==> src/rtl/i2c_target.sv <==
// I2C target: 7-bit address match, byte write to rx_data, byte read from tx_data.
// Bus events lag the pins by SYNC_STAGES+1 clks; the bus is never stretched.
module i2c_target #(
  parameter logic [6:0] TARGET_ADDR = 7'h50,
  parameter int         SYNC_STAGES = 2
) (
  input  logic       clk,
  input  logic       rst,
  input  logic       scl_in,
  input  logic       sda_in,
  output logic       sda_oe,
  output logic [7:0] rx_data,
  output logic       rx_valid,
  input  logic [7:0] tx_data,
  output logic       tx_load,
  output logic       busy,
  output logic       rd_nack
);

  typedef enum logic [2:0] {
    IDLE, ADDR, ADDR_ACK, WR_BYTE, WR_ACK, RD_BYTE, RD_ACK, WAIT_STOP
  } state_t;

  logic [SYNC_STAGES-1:0] r_scl_sync, r_sda_sync;
  logic                   r_scl_d, r_sda_d;
  logic                   w_scl, w_sda, w_scl_rise, w_scl_fall, w_start, w_stop;

  state_t     r_state, w_state_nxt;
  logic [2:0] r_bit_cnt, w_bit_cnt_nxt;
  logic [7:0] r_shift, w_shift_nxt, w_shift_in;
  logic [6:0] r_tx_shift, w_tx_shift_nxt;
  logic       r_rw, w_rw_nxt;
  logic       r_byte_done, w_byte_done_nxt;
  logic       r_sda_oe, w_sda_oe_nxt;
  logic [7:0] r_rx_data, w_rx_data_nxt;
  logic       r_rx_valid, w_rx_valid_nxt;
  logic       r_tx_load, w_tx_load_nxt;
  logic       r_busy, w_busy_nxt;
  logic       r_rd_nack, w_rd_nack_nxt;

  // Synchronizers reset to 1 so an idle bus produces no edge on reset release.
  always_ff @(posedge clk or posedge rst) begin
    if (rst) begin
      r_scl_sync <= '1;
      r_sda_sync <= '1;
      r_scl_d    <= 1'b1;
      r_sda_d    <= 1'b1;
    end else begin
      r_scl_sync <= {r_scl_sync[SYNC_STAGES-2:0], scl_in};
      r_sda_sync <= {r_sda_sync[SYNC_STAGES-2:0], sda_in};
      r_scl_d    <= w_scl;
      r_sda_d    <= w_sda;
    end
  end

  assign w_scl      = r_scl_sync[SYNC_STAGES-1];
  assign w_sda      = r_sda_sync[SYNC_STAGES-1];
  assign w_scl_rise = w_scl & ~r_scl_d;
  assign w_scl_fall = ~w_scl & r_scl_d;
  assign w_start    = w_scl & r_sda_d & ~w_sda;
  assign w_stop     = w_scl & ~r_sda_d & w_sda;
  assign w_shift_in = {r_shift[6:0], w_sda};

  always_ff @(posedge clk or posedge rst) begin
    if (rst) begin
      r_state     <= IDLE;
      r_bit_cnt   <= 3'd0;
      r_shift     <= 8'h00;
      r_tx_shift  <= 7'h00;
      r_rw        <= 1'b0;
      r_byte_done <= 1'b0;
      r_sda_oe    <= 1'b0;
      r_rx_data   <= 8'h00;
      r_rx_valid  <= 1'b0;
      r_tx_load   <= 1'b0;
      r_busy      <= 1'b0;
      r_rd_nack   <= 1'b0;
    end else begin
      r_state     <= w_state_nxt;
      r_bit_cnt   <= w_bit_cnt_nxt;
      r_shift     <= w_shift_nxt;
      r_tx_shift  <= w_tx_shift_nxt;
      r_rw        <= w_rw_nxt;
      r_byte_done <= w_byte_done_nxt;
      r_sda_oe    <= w_sda_oe_nxt;
      r_rx_data   <= w_rx_data_nxt;
      r_rx_valid  <= w_rx_valid_nxt;
      r_tx_load   <= w_tx_load_nxt;
      r_busy      <= w_busy_nxt;
      r_rd_nack   <= w_rd_nack_nxt;
    end
  end

  always_comb begin
    w_state_nxt     = r_state;
    w_bit_cnt_nxt   = r_bit_cnt;
    w_shift_nxt     = r_shift;
    w_tx_shift_nxt  = r_tx_shift;
    w_rw_nxt        = r_rw;
    w_byte_done_nxt = r_byte_done;
    w_sda_oe_nxt    = r_sda_oe;
    w_rx_data_nxt   = r_rx_data;
    w_busy_nxt      = r_busy;
    w_rx_valid_nxt  = 1'b0;
    w_tx_load_nxt   = 1'b0;
    w_rd_nack_nxt   = 1'b0;
    if (w_start) begin
      // sda_oe is left alone here: SCL is high, so any release waits for the next fall.
      w_state_nxt     = ADDR;
      w_bit_cnt_nxt   = 3'd0;
      w_byte_done_nxt = 1'b0;
      w_busy_nxt      = 1'b0;
    end else if (w_stop) begin
      w_state_nxt  = IDLE;
      w_sda_oe_nxt = 1'b0;
      w_busy_nxt   = 1'b0;
    end else begin
      case (r_state)
        ADDR, WR_BYTE: begin
          if (w_scl_rise) begin
            w_shift_nxt   = w_shift_in;
            w_bit_cnt_nxt = r_bit_cnt + 3'd1;
            if (r_bit_cnt == 3'd7) begin
              w_byte_done_nxt = 1'b1;
              if (r_state == WR_BYTE) begin
                w_rx_data_nxt  = w_shift_in;
                w_rx_valid_nxt = 1'b1;
              end
            end
          end else if (w_scl_fall) begin
            if (r_byte_done) begin
              w_byte_done_nxt = 1'b0;
              if (r_state == WR_BYTE) begin
                w_sda_oe_nxt = 1'b1;
                w_state_nxt  = WR_ACK;
              end else if (r_shift[7:1] == TARGET_ADDR) begin
                w_sda_oe_nxt = 1'b1;
                w_busy_nxt   = 1'b1;
                w_rw_nxt     = r_shift[0];
                w_state_nxt  = ADDR_ACK;
              end else begin
                w_sda_oe_nxt = 1'b0;
                w_state_nxt  = WAIT_STOP;
              end
            end else begin
              w_sda_oe_nxt = 1'b0;
            end
          end
        end
        ADDR_ACK: begin
          if (w_scl_fall) begin
            w_bit_cnt_nxt = 3'd0;
            if (r_rw) begin
              w_tx_load_nxt  = 1'b1;
              w_tx_shift_nxt = tx_data[6:0];
              w_sda_oe_nxt   = ~tx_data[7];
              w_state_nxt    = RD_BYTE;
            end else begin
              w_sda_oe_nxt = 1'b0;
              w_state_nxt  = WR_BYTE;
            end
          end
        end
        WR_ACK: begin
          if (w_scl_fall) begin
            w_sda_oe_nxt = 1'b0;
            w_state_nxt  = WR_BYTE;
          end
        end
        RD_BYTE: begin
          if (w_scl_fall) begin
            w_bit_cnt_nxt = r_bit_cnt + 3'd1;
            if (r_bit_cnt == 3'd7) begin
              w_sda_oe_nxt = 1'b0;
              w_state_nxt  = RD_ACK;
            end else begin
              w_sda_oe_nxt   = ~r_tx_shift[6];
              w_tx_shift_nxt = {r_tx_shift[5:0], 1'b0};
            end
          end
        end
        RD_ACK: begin
          if (w_scl_rise) begin
            if (w_sda) begin
              w_rd_nack_nxt = 1'b1;
              w_state_nxt   = WAIT_STOP;
            end else begin
              w_byte_done_nxt = 1'b1;
            end
          end else if (w_scl_fall && r_byte_done) begin
            w_byte_done_nxt = 1'b0;
            w_tx_load_nxt   = 1'b1;
            w_tx_shift_nxt  = tx_data[6:0];
            w_sda_oe_nxt    = ~tx_data[7];
            w_bit_cnt_nxt   = 3'd0;
            w_state_nxt     = RD_BYTE;
          end
        end
        WAIT_STOP: w_sda_oe_nxt = 1'b0;
        default: ;
      endcase
    end
  end

  assign sda_oe   = r_sda_oe;
  assign rx_data  = r_rx_data;
  assign rx_valid = r_rx_valid;
  assign tx_load  = r_tx_load;
  assign busy     = r_busy;
  assign rd_nack  = r_rd_nack;

endmodule
==> config.mk <==
export PLATFORM = sky130hd
export DESIGN_NAME = i2c_target
export DESIGN_NICKNAME = d
export VERILOG_FILES = /design/src/rtl/i2c_target.sv
export SDC_FILE = /design/constraint.sdc
export NUM_CORES = 1
export LEC_CHECK = 0
export ABC_CLOCK_PERIOD_IN_PS = 5300
export BUFFER_PORTS_ARGS = -buffer_cell sky130_fd_sc_hd__buf_2
export CAP_MARGIN = 20
export CORE_UTILIZATION = 51
export DETAILED_ROUTE_END_ITERATION = 10
export PLACE_DENSITY_LB_ADDON = 0.1
export SETUP_SLACK_MARGIN = 0.1
export SYNTH_ARGS = -nofsm -noshare
export SYNTH_HDL_FRONTEND = slang
export SYNTH_SLANG_ARGS = --single-unit
==> constraint.sdc <==
create_clock -name clk -period 5.3 [get_ports clk]
set_input_delay 1.06 -clock clk [delete_from_list [all_inputs] [get_ports clk]]
set_output_delay 1.06 -clock clk [all_outputs]
set_load 0.005 [all_outputs]
==> results of run 1 <==
-- power groups by stage --
stage / clock (mW) / combinational, mW / sequential (mW)
after floorplan: 0 / 0.345 / 0.451
after global placement: 0 / 0.325 / 0.505
after detailed placement: 0 / 0.337 / 0.512
after CTS: 0.215 / 0.339 / 0.506
after global routing: 0.227 / 0.379 / 0.522
final: 0.207 / 0.336 / 0.507
-- sequential cells by signal (all words and copies together) (netlist names) --
signal,cells
r_byte_done,1
r_scl_sync,2
tx_load,1
sda_oe,1
r_sda_d,1
rd_nack,1
r_rw,1
busy,1
rx_data,8
r_state,3
r_tx_shift,7
r_scl_d,1
r_shift,8
r_bit_cnt,3
rx_valid,1
r_sda_sync,2
-- synthesized netlist by cell type (2+ instances only) --
library cell and n:
buf_2 5, o21ai_2 3, nand3b_1 3, clkbuf_1 2, nor3_1 3, o21ai_0 12
dfrtp_1 36, dfstp_2 6, and3b_1 2, ha_1 4, o22ai_1 2, inv_1 14
o221ai_1 2, mux2_2 9, and2_1 2, buf_6 5, a21oi_1 5, nand2_1 18
nor2b_1 5, nand2b_1 3, o21ai_1 4, mux2_1 8, and3_1 2, mux2i_1 9
nor2_1 9, nor4_1 3, nand4_1 2
-- cells by family (layout without fill, tap and decap cells) --
family          Yosys count  count (layout)
simple gates             58              58
fa+ha+maj                 5               5
mux                      26              26
flops                    42              42
compound gates           44              44
xor+xnor                  1               1
buf+inv                  27              47
-- per-stage QoR --
step                      setup WS [ns]  std cells
after floorplan                    3.28        203
after global placement             2.63        265
after detailed placement           2.52        265
after CTS                          2.51        273
after global routing               2.38        273
final                              2.53        273
-- worst paths after layout --
| kind | cells past startpoint | to |
|---|---|---|
| max reg2reg | 5 | rx_data[0]$_DFFE_PP0P_ |
| max in group asynchronous | 3 | r_sda_sync[0]$_DFF_PP1_ |
| min in group asynchronous | 3 | r_shift[5]$_DFFE_PP0P_ |
| min | 0 | r_sda_sync[1]$_DFF_PP1_ |
| min reg2reg | 0 | r_sda_sync[1]$_DFF_PP1_ |
| max | 5 | rx_data[0]$_DFFE_PP0P_ |
-- area by class of cell --
| cell class | instances | area [µm²] | area share, % |
|---|---|---|---|
| Inverter | 14 | 52.6 | 2.22 |
| Sequential cell | 42 | 1060 | 44.7 |
| Timing Repair Buffer | 25 | 128 | 5.39 |
| Tap cell | 50 | 62.6 | 2.64 |
| Multi-Input combinational cell | 134 | 976 | 41.2 |
| Clock buffer | 8 | 90.1 | 3.81 |
-- metal layers --
layer | vias up | global-route usage [%] | share of wire, %
li1 | 760 | - | -
met1 | 778 | 25.4 | 44
met2 | 38 | 33.5 | 50
met3 | 6 | 4.90 | 4.1
met4 | 0 | 9.84 | 1.8
met5 | - | 0 | 0
==> summary.md, run 1 <==
| Metric | Value |
|---|---|
| Status | finished clean |
| CP top delay family | simple AND/OR/NAND/NOR gates |
| DRT Pass-1 Iters | 4 |
| Largest net degree at the start of global routing | 43 |
| CP cell instances | ha_1 > inv_1 > nor4_4 > and3_1 > mux2_1 |
| GPL Wtd Cong | 0.848 |
| Synthesized flop and latch total | 42 |
| Warnings from Yosys | 0 |
| Pleak | around 1.2 nW |
| Placed Area | 2280 µm² |
| Hold Buf Count CTS | 0 |
| Max Freq | 361 MHz |
| Max IR drop VDD | 0.233 mV |
| Clk slew on worst S/H paths | roughly 0.07 ns |
| Simple-gate share of the synthesized area | ~15% |
| Clk Latency, worst-skew pair | about 0.29 ns |
| NetSw | between 300 and 400 µW |
| Clock root cell | clkbuf_8 |
| TNS Setup | 0 ns |
| Relative slew slack | about two fifths |
| Number of port buffers | 24 |
| Final Hold Violating Endpoints | 0 |
| Worst r2r src | r_scl_sync[1]$_DFF_PP1_ |
| Buf+Inv Stages, Crit Path | 1 |
| Post-route clock skew | 0.00339 ns |
| Final Total Pwr | roughly 1.1 mW |
| Compound-Gate Fraction of Synth Area | around 14% |
| Final Util | between 50% and 60% |
| DIE AREA | 4550 µm² |
| Share of cells above drive strength 1 | between 20% and 30% |
| Minimum hold slack | roughly 0.36 ns |
| Antenna Nets Post-Route | 0 |
| Syn nets | 219 |
| Final period util | a little over half |
| Antenna violations before repair | 0 |
| Hold Crit Class | register to register |
| Synth cell types | 52 |
| Via Count | 1582 |
| Post-synthesis area per instance | 10.8 µm² |
| Crit path largest cell delay | approximately 0.65 ns |
| Postcts setup bufs | 0 |
| H-tree depth | 2 |
| Max FO, Critical Path | 13 |
| Power per cell area | between 400 and 500 nW/µm² |
| Unrepaired setup endpoints after global routing | false |
| Combinational Power Share | 32.0% |
| Num ports | 25 |
| Synth async-reset ratio | 100% |
| Seq/Total Area, Yosys | 48.5% |
| Synth Area in XOR/XNOR | less than 1% |
| Global-route wire length before repair | 6800 µm |
| Nets | around 240 |
| Synth top area share | roughly 41% |
| Final WL | 4040 µm |
| Internal | between 600 and 700 µW |
| Worst Path Arrival | approximately 3 ns |
| Fraction of the mapped netlist area in adder cells | between 2 and 3% |
| Commonest non-fill, non-tap cell in the layout | dfrtp_1 |
| ANT cells | 0 |
| Detailed-route DRC error count | 0 |
| Clock sinks | 42 |
| Num rows | 23 |
| Crit path capture type | register |
| Mapped Cells | 203 |
| Finish-stage setup viols | 0 |
| Mux contribution to synthesized area | approximately an eighth |
| Via density | roughly 5.8 |
| Top cells by area, synth | dfrtp_1 41%, dfstp_2 7.2%, mux2_2 4.6%, mux2i_1 4.1%, mux2_1 4.1% |
| Fill cell count | roughly 350 |
| Crit path kind | register to register |
| Worst path slowest cell | nor4_4 |
| Mapped Area | roughly 2200 µm² |
| CP startpoint | r_scl_sync[1]$_DFF_PP1_ |
| EDFF count, synth | 0 |
| DRT iter0 DRCs | approximately 120 |
| Top FF cell, synth | dfrtp_1 |
| Post-CTS sizing | 0 |
| Worst Tran Pin Value | around 0.86 ns |
| CP required | 5.47 ns |
| Main combinational cell family by area after synthesis | simple AND/OR/NAND/NOR gates |
| Dpl hpwl | around 2800 µm |
| Deepest clock path buffer count | 2 |
| Global route overflow | 0 |
| Largest area contributor in the netlist | dfrtp_1 |
| CTS Buf Count | 5 |
| Die height | 67.4 µm |
| Drt wl/cell | 14.8 µm |
| HP Start | r_sda_sync[0]$_DFF_PP1_ |
| Core ar. | about 4000 µm² |
| Reg2reg setup slack | between 2 and 3 ns |
| Seq pwr share | between 40% and 50% |
| Commonest non-fill, non-tap cells in the layout | 36 x dfrtp_1, 24 x buf_2, 18 x nand2_1 |
| Vias in the first global route | roughly 1500 |
| Finished layout cell area | between 2000 and 2500 µm² |
| Starting density of the core | 53.8% |
| Min Clock Period, post-route | about 2.8 ns |
| Sw frac | about 36% |
| Maxcap violations | 0 |
| Crit start category | register |
| Die Wd | roughly 67 µm |
| P&R area growth vs syn | 8.42% |
| Max Slew Vio Count | 0 |
| Global-route usage over all layers | between 20% and 30% |
| TritonCTS clock tree | yes |
| Clock share of power | around 20% |
(Power assumes the default switching activity.)
==> run 2: changes to the inputs <==
--- a/config.mk
+++ b/config.mk
@@ -5,7 +5,7 @@
 export SDC_FILE = /design/constraint.sdc
 export NUM_CORES = 1
 export LEC_CHECK = 0
-export ABC_CLOCK_PERIOD_IN_PS = 5300
+export ABC_CLOCK_PERIOD_IN_PS = 2240
 export BUFFER_PORTS_ARGS = -buffer_cell sky130_fd_sc_hd__buf_2
 export CAP_MARGIN = 20
 export CORE_UTILIZATION = 51
==> constraint.sdc (replaced) <==
create_clock -name clk -period 2.24 [get_ports clk]
set_input_delay 0.448 -clock clk [delete_from_list [all_inputs] [get_ports clk]]
set_output_delay 0.448 -clock clk [all_outputs]
set_load 0.005 [all_outputs]
==> run 2 against run 1 <==
Effect of this change:
- first-iteration DRC count increased by 31%
- routed wire length increased by 3.4%
- non-clock buffer count increased by 13
- clock power increased by 140%
- largest cell class unchanged
- largest power group unchanged
==> summary.md, run 2 (synthesis results as in run 1) <==
| Metric | Value |
|---|---|
| Status | finished clean |
| Max Slew Vio Count | 0 |
| Setup ws final | 0.217 ns |
| Min Clock Period, post-route | just over 2 ns |
| Non-Filler Instances | ~290 |
| RR Endpoint | r_state[2]$_DFFE_PP0P_ |
| ANT cells | 0 |
| Internal | about 1.6 mW |
| Antenna Nets Post-Route | 0 |
| Final Util | 61.1% |
| Combinational Power Share | between 30% and 40% |
| Final Hold Violating Endpoints | 0 |
| Length in cells of the worst reg-to-reg path | 8 |
| Global-route usage over all layers | 22.3% |
| Dpl hpwl | slightly above 3000 µm |
| Crit path capture type | register |
| DRT iter0 DRCs | roughly 150 |
| Vias in the first global route | 1615 |
| Num ports | 25 |
| Num rows | 23 |
| Post-route clock skew | around 0.0053 ns |
| Placed Area | approximately 2400 µm² |
| Detailed-route DRC error count | 0 |
| Max IR drop VDD | ~0.63 mV |
| Final period util | 90.3% |
| Die height | ~67 µm |
| Minimum hold slack | between 0.2 and 0.3 ns |
| Worst hold endpoint | r_sda_sync[0]$_DFF_PP1_ |
| Deepest clock path buffer count | 2 |
| Finish-stage setup viols | 0 |
| Final Total Pwr | 2.58 mW |
| Post-placement setup slack | ~0.16 ns |
| Max FO, Critical Path | 8 |
| Max Freq | 494 MHz |
| Clk Latency, worst-skew pair | between 0.2 and 0.3 ns |
| Via density | about 5.6 |
| Hold Crit Class | input pin to register |
| Clock sinks | 42 |
| H-tree depth | 2 |
| NetSw | 951 µW |
| Unrepaired setup endpoints after global routing | true |
| GPL Wtd Cong | 0.873 |
| Crit path kind | register to register |
| Die Wd | 67.4 µm |
| Commonest non-fill, non-tap cell in the layout | dfrtp_1 |
| CP required | 2.42 ns |
| Clk slew on worst S/H paths | about 0.080 ns |
| Number of port buffers | 24 |
| Sw frac | 36.8% |
| Placed insts | 277 |
| Commonest non-fill, non-tap cells in the layout | 35 x dfrtp_1, 24 x buf_2, 18 x nand2_1 |
| Maxcap violations | 0 |
| Relative slew slack | 64.3% |
| Core ar. | slightly above 4000 µm² |
| HP Start | sda_in |
| Seq pwr share | between 40% and 50% |
| DRT Pass-1 Iters | 4 |
| Reg2reg setup slack | roughly 0.22 ns |
| Worst Path Arrival | roughly 2.2 ns |
| Starting density of the core | 53.8% |
| Pleak | approximately 1.2 nW |
| Power per cell area | about 1000 nW/µm² |
| Global route overflow | 0 |
| TNS Setup | 0 ns |
| Antenna violations before repair | 0 |
| Clock root cell | clkbuf_8 |
| Largest net degree at the start of global routing | between 40 and 50 |
| Drt wl/cell | around 15 µm |
| DIE AREA | around 4500 µm² |
| Worst r2r src | r_scl_sync[1]$_DFF_PP1_ |
| TritonCTS clock tree | yes |
| Worst Tran Pin Value | 0.530 ns |
| Share of cells above drive strength 1 | a little under a third |
| Hold Buf Count CTS | 0 |
| Via Count | about 1600 |
| P&R area growth vs syn | 13.6% |
| Clock share of power | between 10% and 20% |
| Finished layout cell area | roughly 2500 µm² |
| Crit start category | register |
| Global-route wire length before repair | 7550 µm |
| CTS Buf Count | 5 |
| Final WL | around 4200 µm |
| Hold Crit Depth | 1 |
| Nets | 251 |
-- run 2: cell count changes in the layout (fill, tap and decap cells not counted) --
cell        delta
a2111o_1       -1
a2111o_2       +1
a211oi_1       -1
a211oi_2       +1
buf_4         +13
clkbuf_1       -2
clkbuf_8       -1
clkinvlp_4     +2
dfrtp_1        -1
dfrtp_2        +1
ha_1           -2
ha_2           +2
inv_6          +1
-- run 2: area by class of cell --
type,instances,area (µm²)
sequential,42,1060
clock buffer,5,68.8
timing repair buffer,38,225
fill,335,1580
inverter,14,52.6
clock inverter,3,23.8
multi-input combinational,134,987
tap,50,62.6
-- run 2: worst max-delay path by stage --
stage                            startpoint                 endpoint  cells past startpoint
floorplan           r_scl_sync[1]$_DFF_PP1_   rx_data[0]$_DFFE_PP0P_                      6
global placement    r_scl_sync[1]$_DFF_PP1_   r_state[2]$_DFFE_PP0P_                      8
detailed placement        r_scl_d$_DFF_PP1_  r_byte_done$_DFFE_PP0P_                      8
CTS                       r_scl_d$_DFF_PP1_  r_byte_done$_DFFE_PP0P_                      8
global route        r_scl_sync[1]$_DFF_PP1_   r_state[0]$_DFFE_PP0P_                      8
finish              r_scl_sync[1]$_DFF_PP1_   r_state[2]$_DFFE_PP0P_                      8
-- run 2: power groups by stage --
stage / combinational (mW) / sequential, mW / clock, mW
after CTS: 0.918 / 1.17 / 0.509
after floorplan: 0.817 / 1.07 / 0
after detailed placement: 0.913 / 1.18 / 0
after global routing: 1.05 / 1.20 / 0.543
after global placement: 0.884 / 1.17 / 0
final: 0.923 / 1.17 / 0.487
-- run 2: critical path: stages, from the launching register on --
cell and delay (ns):
dfstp_2 0.62, inv_1 0.08, ha_2 0.22, maj3_1 0.35
a22o_1 0.18, o211ai_1 0.15, buf_4 0.17, nand2_1 0.06
o41ai_1 0.08
-- run 2: timing repair --
action	4_1_cts	5_1_grt
setup endpoints to repair	0	21
resized for setup	0	5
hold endpoints to repair	0	0
buffers inserted	0	1
-- run 2: metal layers --
layer	global-route usage, %	part of all wire, %	vias up
li1	-	-	790
met1	29.6	49	772
met2	36.4	48	27
met3	4.56	2.7	2
met4	7.45	0.74	0
met5	0	0	-
==> run 3: changes to the inputs <==
--- a/config.mk
+++ b/config.mk
@@ -11,6 +11,7 @@
 export CORE_UTILIZATION = 51
 export DETAILED_ROUTE_END_ITERATION = 10
 export PLACE_DENSITY_LB_ADDON = 0.1
+export RECOVER_POWER = 100
 export SETUP_SLACK_MARGIN = 0.1
 export SYNTH_ARGS = -nofsm -noshare
 export SYNTH_HDL_FRONTEND = slang
==> run 3 against run 2 <==
Effect of this change:
- final area is 0.71% lower
- sequential share of layout area is 0.30 points higher
- clock skew hardly changed
- flip-flop and latch count stayed put
- power is 0.77% lower
- non-clock buffer count stayed put
- die area stayed put
- combinational power is 2% lower
- worst setup slack worse by 0.025 ns
- clock power hardly changed
- global-route usage stayed put
- count of clock-buffer cells in the layout stayed put
- largest power group unchanged
==> summary.md, run 3 (synthesis results as in run 1) <==
| Metric | Value |
|---|---|
| Crit path largest cell delay | 0.71 ns |
| Status | finished clean |
| Min Clock Period, post-route | just over 2 ns |
| Final Hold Violating Endpoints | 0 |
| Worst hold endpoint | r_sda_sync[0]$_DFF_PP1_ |
| Final period util | between 90% and 100% |
| Max IR drop VDD | between 0.6 and 0.7 mV |
| Clk Latency, worst-skew pair | between 0.2 and 0.3 ns |
| CP cell instances | xor2_1 > and2_0 > nor4_4 > and3_1 > buf_4 > mux2_1 |
| Share of cells above drive strength 1 | 28.0% |
| P&R area growth vs syn | 12.8% |
| ANT cells | 0 |
| Post-route clock skew | between 0.004 and 0.005 ns |
| Drt wl/cell | between 10 and 15 µm |
| Antenna Nets Post-Route | 0 |
| Core ar. | 4060 µm² |
| Nets | 251 |
| Hold Buf Count CTS | 0 |
| TritonCTS clock tree | yes |
| Power per cell area | slightly above 1000 nW/µm² |
| RR Endpoint | rx_data[2]$_DFFE_PP0P_ |
| Hold Crit Depth | 1 |
| Placed insts | 277 |
| Hold Crit Class | input pin to register |
| Commonest non-fill, non-tap cells in the layout | 35 x dfrtp_1, 21 x buf_2, 18 x nand2_1 |
| Buf+Inv Stages, Crit Path | 1 |
| Finish-stage setup viols | 0 |
| DRT iter0 DRCs | ~140 |
| Die height | approximately 67 µm |
| Max FO, Critical Path | 9 |
| Number of port buffers | 24 |
| Global route overflow | 0 |
| CTS Buf Count | 5 |
| Commonest non-fill, non-tap cell in the layout | dfrtp_1 |
| Worst Tran Pin Value | slightly below 1 ns |
| Worst path slowest cell | dfstp_1 |
| Worst Path Arrival | ~2.2 ns |
| DIE AREA | 4550 µm² |
| Die Wd | ~67 µm |
| Register area | about 1100 µm² |
| Clock root cell | clkbuf_8 |
| H-tree depth | 2 |
| Relative slew slack | around a third |
| Minimum hold slack | around 0.25 ns |
| Multi-input gate area | between 900 and 1000 µm² |
| Max Slew Vio Count | 0 |
| Final Util | between 60% and 70% |
| Global-route wire length before repair | around 7500 µm |
| Detailed-route DRC error count | 0 |
| Vias in the first global route | roughly 1600 |
| Fill cell count | 342 |
| Final WL | 4190 µm |
| Via density | between 5 and 6 |
| Deepest clock path buffer count | 2 |
| Worst r2r src | r_sda_sync[1]$_DFF_PP1_ |
| Maxcap violations | 0 |
| Crit path capture type | register |
| Global-route usage over all layers | around 22% |
| Antenna violations before repair | 0 |
| Clk slew on worst S/H paths | 0.08 ns |
| Length in cells of the worst reg-to-reg path | 6 |
| Largest net degree at the start of global routing | 43 |
| HP Start | sda_in |
| DRT Pass-1 Iters | 4 |
| Unrepaired setup endpoints after global routing | true |
| Num ports | 25 |
| CP required | approximately 2.4 ns |
| Non-Filler Instances | approximately 290 |
| TNS Setup | 0 ns |
| Crit start category | register |
| Crit path kind | register to register |
| Starting density of the core | between 50% and 60% |
| Pleak | roughly 1.2 nW |
| Dpl hpwl | about 3000 µm |
| Clock sinks | 42 |
| Max Freq | 488 MHz |
| Num rows | 23 |
| CP top delay family | flip-flops |
| GPL Wtd Cong | between 0.8 and 0.9 |
| Via Count | 1598 |
| Reg2reg setup slack | between 0.15 and 0.2 ns |
[run 3: cell types whose count changed in the layout (fill, tap and decap cells not counted), moves of 2 or more]
cell | previous run | this run
buf_2 | 24 | 21
buf_4 | 14 | 11
clkbuf_1 | 0 | 3
clkbuf_2 | 0 | 3
o21ai_0 | 12 | 15
o21ai_1 | 4 | 2
[run 3: per-stage QoR]
step           total power [mW]  cell area [µm²]  setup WS, ns
3_3_place_gp               2.05             2370         0.165
3_5_place_dp               2.09             2370         0.162
2_1_floorplan              1.88             2180         0.242
6_report                   2.56             2460         0.192
4_1_cts                    2.59             2460         0.143
5_1_grt                    2.77             2460        0.0504
[run 3: final cells by class]
cell class	count	share of cell area (%)
Clock buffer	5	2.79
Clock inverter	3	0.965
Inverter	14	2.13
Multi-Input combinational cell	134	39.8
Sequential cell	42	43.0
Tap cell	50	2.54
Timing Repair Buffer	38	8.69
[run 3: worst register-to-register path: cells and delay by family, from the launching register on]
kind                      cells  cell delay (ns)
DFF                           1             0.71
buffers and inverters         1             0.18
muxes                         1             0.34
and+or+nand+nor               3             0.57
xor gates and xnor gates      1             0.13
[run 3: worst max-delay path by stage]
stage / end / startpoint / slack [ns] / cells after the start
after floorplan: rx_data[0]$_DFFE_PP0P_ / r_scl_sync[1]$_DFF_PP1_ / 0.24 / 6
after detailed placement: r_byte_done$_DFFE_PP0P_ / r_scl_d$_DFF_PP1_ / 0.16 / 8
after global placement: r_state[2]$_DFFE_PP0P_ / r_scl_sync[1]$_DFF_PP1_ / 0.17 / 8
final: rx_data[2]$_DFFE_PP0P_ / r_sda_sync[1]$_DFF_PP1_ / 0.19 / 6
after global routing: rx_data[3]$_DFFE_PP0P_ / r_sda_sync[1]$_DFF_PP1_ / 0.05 / 6
after CTS: r_byte_done$_DFFE_PP0P_ / r_scl_d$_DFF_PP1_ / 0.14 / 8
[run 3: power breakdown]
part	internal (mW)	switching (mW)	total [mW]
sequential	0.951	0.219	1.17
combinational	0.446	0.459	0.905
clock	0.223	0.264	0.486
total	1.62	0.942	2.56
[run 3: repair_timing]
action | in CTS | in global routing
buffers inserted | 0 | 1
setup endpoints to repair | 0 | 21
gates resized for setup | 0 | 5
[run 3: routing by layer]
metal  part of all wire [%]  track usage [%]  wire (µm)  up-vias
met2                     48             36.4       2020       27
met1                     48             29.6       2010      779
met4                   0.74             7.45         31        0
li1                       -                -          -      790
met3                    3.1             4.56        129        2
met5                      0                0          0        -
